==> config.mk <==
export PLATFORM = sky130hd
export DESIGN_NAME = rom_readback
export DESIGN_NICKNAME = d
export VERILOG_FILES = /design/src/rtl/rom_readback.sv
export SDC_FILE = /design/constraint.sdc
export NUM_CORES = 1
export LEC_CHECK = 0
export ABC_AREA = 1
export BUFFER_PORTS_ARGS = -buffer_cell sky130_fd_sc_hd__buf_2
export CORE_MARGIN = 5
export CORE_UTILIZATION = 53
export CTS_BUF_LIST = sky130_fd_sc_hd__clkbuf_8
export CTS_CLUSTER_SIZE = 8
export DETAILED_ROUTE_END_ITERATION = 16
export PLACE_DENSITY_LB_ADDON = 0.2
export SYNTH_ARGS = -nofsm -noshare
export SYNTH_HDL_FRONTEND = slang
export SYNTH_SLANG_ARGS = --single-unit
export TNS_END_PERCENT = 5
==> constraint.sdc <==
create_clock -name CLK -period 4.6 [get_ports CLK]
set_input_delay 0.92 -clock CLK [delete_from_list [all_inputs] [get_ports CLK]]
set_output_delay 0.92 -clock CLK [all_outputs]
set_load 0.005 [all_outputs]
==> src/rtl/rom_readback.sv <==
// rom_readback: services HPS upload reads from the ten 4 KB ROM regions with a 3-cycle fetch.
// Optional running checksum enabled by defining ROM_READBACK_CHECKSUM_EN.
module rom_readback #(
  parameter int NUM_REGIONS = 10,
  parameter logic [7:0] FILL_BYTE = 8'hFF
) (
  input  logic                     CLK,
  input  logic                     RESET,
  input  logic                     ioctl_upload,
  input  logic                     ioctl_rd,
  input  logic [24:0]              ioctl_addr,
  output logic [7:0]               ioctl_din,
  output logic                     ioctl_wait,
  output logic [11:0]              rd_addr,
  output logic [NUM_REGIONS-1:0]   rd_cs,
  input  logic [8*NUM_REGIONS-1:0] rd_data,
  output logic [15:0]              checksum
);
  typedef enum logic [1:0] {IDLE, ADDR, WAIT, CAPTURE} state_t;
  state_t state, state_n;
  logic [24:0] addr_q;
  logic [12:0] page;
  logic oor, accept, abort;
  logic [NUM_REGIONS-1:0] cs_dec;
  logic [7:0] byte_sel;
  assign page = addr_q[24:12];
  assign accept = state == IDLE && ioctl_rd && ioctl_upload;
  assign abort = state != IDLE && !ioctl_upload;
  always_comb begin
    state_n = state;
    case (state)
      IDLE:    state_n = accept ? ADDR : IDLE;
      ADDR:    state_n = WAIT;
      WAIT:    state_n = CAPTURE;
      default: state_n = IDLE;
    endcase
    if (abort) state_n = IDLE;
  end
  always_comb begin
    cs_dec = '0;
    byte_sel = FILL_BYTE;
    for (int k = 0; k < NUM_REGIONS; k++) begin
      cs_dec[k] = page == 13'(k);
      if (!oor && rd_cs[k]) byte_sel = rd_data[8*k +: 8];
    end
  end
  always_ff @(posedge CLK or posedge RESET)
    if (RESET) state <= IDLE;
    else state <= state_n;
  always_ff @(posedge CLK or posedge RESET) begin
    if (RESET) begin
      addr_q <= '0;
      oor <= 1'b0;
      ioctl_din <= '0;
      ioctl_wait <= 1'b0;
      rd_addr <= '0;
      rd_cs <= '0;
    end else if (abort) begin
      ioctl_wait <= 1'b0;
      rd_cs <= '0;
    end else if (accept) begin
      addr_q <= ioctl_addr;
      ioctl_wait <= 1'b1;
    end else if (state == ADDR) begin
      rd_addr <= addr_q[11:0];
      rd_cs <= cs_dec;
      oor <= page >= 13'(NUM_REGIONS);
    end else if (state == CAPTURE) begin
      ioctl_din <= byte_sel;
      ioctl_wait <= 1'b0;
      rd_cs <= '0;
    end
  end
`ifdef ROM_READBACK_CHECKSUM_EN
  logic upload_q;
  logic [15:0] sum;
  // a new upload session restarts the sum; aborted reads never reach CAPTURE
  always_ff @(posedge CLK or posedge RESET) begin
    if (RESET) begin
      upload_q <= 1'b0;
      sum <= '0;
    end else begin
      upload_q <= ioctl_upload;
      if (ioctl_upload && !upload_q) sum <= '0;
      else if (state == CAPTURE && !abort) sum <= sum + {8'h00, byte_sel};
    end
  end
  assign checksum = sum;
`else
  assign checksum = 16'h0000;
`endif
endmodule
==> reports/metrics.yaml <==
run_status:
  outcome: "completed"
critical_path:
  critPathKind: "flop to flop"
  critPathMaxFanout: 42
  arrival_ns: 2.84
  critical_path.endpoint_type: "flop"
  start_kind: "flop"
  r2r_cells: 8
  crit_required_ns: 4.83
cts:
  cts-root-buf: "clkbuf_8"
  cts_tree: "done"
  htree_levels: 3
  holdBufCountCts: 0
  cts_made_buffers: 9
  cts_sinks: 59
  cts_max_path_buffers: 2
  ctsResizeCount: 0
  postCtsSetupRepairBufs: 0
  clock_latency_ns: 0.32
  path_clk_slew_ns: 0.07
flow_run:
  maxCapViolCount: 0
power:
  p_leak_nw: 2.622
  peakVddDrop_uv: 323.8
  p_per_area_mw_per_mm2: 428.4
routing:
  wirelength_um: 9359
  viasPerCell: 4.869
  drc: 0
  num_vias: 3681
  dr.pass1.iters: 5
  ant_nets: 0
  drtIter0Drc: 158
  wl_per_cell_um: 12.38
place:
  io_buffers: 139
  gp_congestion: 0.8506
  dpl_cell_area_mm2: 0.004264
  dp.cells: 741
  dp_hpwl_um: 7098
layout:
  fin_cells: 756
  area_growth_pct: 23.81
  fin_util_pct: 66.82
  diodes: 0
  num-fill-cells: 609
  drive_gt1_share_pct: 25.59
  fin_nets: 785
  finalInstanceArea_mm2: 0.004489
timing:
  tns_ns: 0
  slew_headroom_pct: 34.50
  rsz0062_at_grt: "no"
  fin_crit_sh_pct: 56.81
  worst_slew_pin_slew_ns: 0.9815
  drv_slew: 0
  finClkSkew_ns: 0.01429
  hold_viol: 0
  setup_viol: 0
  max_clock_freq_ghz: 0.3827
  hold-worst-slack_ns: 0.4804
  min_period_ns: 2.613
synth:
  ys_ff_latch: 59
  synth-warning-count: 0
  synth_top_area_share_pct: 40.72
  yosysUniqueCellTypes: 24
  synthCells: 542
  avgSynthCellArea_um2: 6.690
  yosysSeqAreaShare_pct: 40.72
  syn-cell-area_mm2: 0.003626
  synth.area.top_cells: "dfrtp_1, nand2_1, inv_1"
  synth_top_area_cell: "dfrtp_1"
global_routing:
  grt_max_degree: 43
  track_usage_pct: 21.43
  overflow: 0
  antenna_found_initial: 0
  grt_pass1_vias: 3409
  grt_first_pass_wirelength_um: 14880
floorplanning:
  start_util_pct: 53.97
  ioPinCount: 156
  core_area_mm2: 0.006719
  die-area_mm2: 0.008596
  die_width_um: 92.72
  fp-row-count: 30
  die_h_um: 92.72
min_path:
  hold_class: "flop to flop"
  min_path_cells: 2
cells in the mapped netlist (all sizes together):
master  instances
nand2         188
inv            90
dfrtp          59
nand3          54
o21ai          52
nor2           28
buf            27
clkbuf          9
or2             9
clkinv          8
nand4           5
ha              4
o22ai           3
a21oi           2
conb            1
mux2            1
nor4            1
o211ai          1
report_power, final:
part,total (W),internal (W),switching (W)
registers,0.000833,0.000725,0.000107
logic,0.000566,0.000226,0.000340
clock network,0.000525,0.000332,0.000193
total,0.00192,0.00128,0.000641
path summary, 6_finish.rpt:
kind	slack, ns	endpoint	from
max	1.99	rd_cs[2]$_DFFE_PP0P_	state[1]$_DFF_PP0_
min	0.48	ioctl_din[2]$_DFFE_PP0P_	ioctl_din[2]$_DFFE_PP0P_
max reg2reg	1.99	rd_cs[2]$_DFFE_PP0P_	state[1]$_DFF_PP0_
min reg2reg	0.48	ioctl_din[2]$_DFFE_PP0P_	ioctl_din[2]$_DFFE_PP0P_
max in group asynchronous	3.08	rd_addr[8]$_DFFE_PP0P_	RESET
min in group asynchronous	0.71	ioctl_din[6]$_DFFE_PP0P_	RESET
through the flow:
stage / power (W) / setup slack [ns]
CTS: 0.001942 / 1.956
floorplan: 0.001195 / 2.224
global placement: 0.001382 / 1.787
finish: 0.001923 / 1.987
global route: 0.002069 / 1.679
detailed placement: 0.001414 / 1.665
worst max-delay path, stage by stage, from the launching register on:
cell,delay (ns)
dfrtp_1,0.42
inv_1,0.09
ha_1,0.20
nand3_1,0.38
inv_1,0.57
or2_2,0.46
inv_1,0.09
nand3_1,0.11
o21ai_0,0.20
cell type report:
cell class	count	area, um^2	share of cell area [%]
multi-input cells	364	1617	36.01
well taps	80	100.1	2.230
flip-flops and latches	59	1476	32.89
inverters	98	367.9	8.194
repair buffers	140	703.2	15.66
clock inverters	4	73.82	1.644
clock buffers	11	151.4	3.372
cells by family (layout without fill, tap and decap cells):
logic type	after synthesis	after routing	share of synthesized area [%]
other	1	16	0.1034
multiplexers	1	1	0.3105
flip-flops	59	59	40.72
buffers and inverters	134	253	16.25
AO/OA/AOI/OAI	58	58	8.178
adder cells (fa/ha/maj)	4	4	1.380
AND/OR/NAND/NOR	285	285	33.06
registers in the layout (all words and copies together), names as in the netlist:
name,flops
addr_q,25
rd_addr,12
rd_cs,10
ioctl_din,8
state,2
ioctl_wait,1
oor,1
per-layer routing:
metal / share of wire (%) / routed length (um) / global-route usage [%]
met1: 41 / 3862 / 26.68
met2: 48 / 4483 / 37.64
met3: 10 / 966 / 4.305
met4: 0.48 / 45 / 6.227
met5: 0 / 0 / 0
placed cells by master (no fill, tap or decap), drive strengths merged, types with 5 or more instances in the layout:
cell type	Yosys	routed
nand2	188	188
clkbuf	9	11
inv	90	90
o21ai	52	52
conb	1	16
or2	9	9
clkinv	8	10
buf	27	140
nand4	5	5
nand3	54	54
nor2	28	28
dfrtp	59	59
Note: power is estimated with default switching activity, not from simulation.
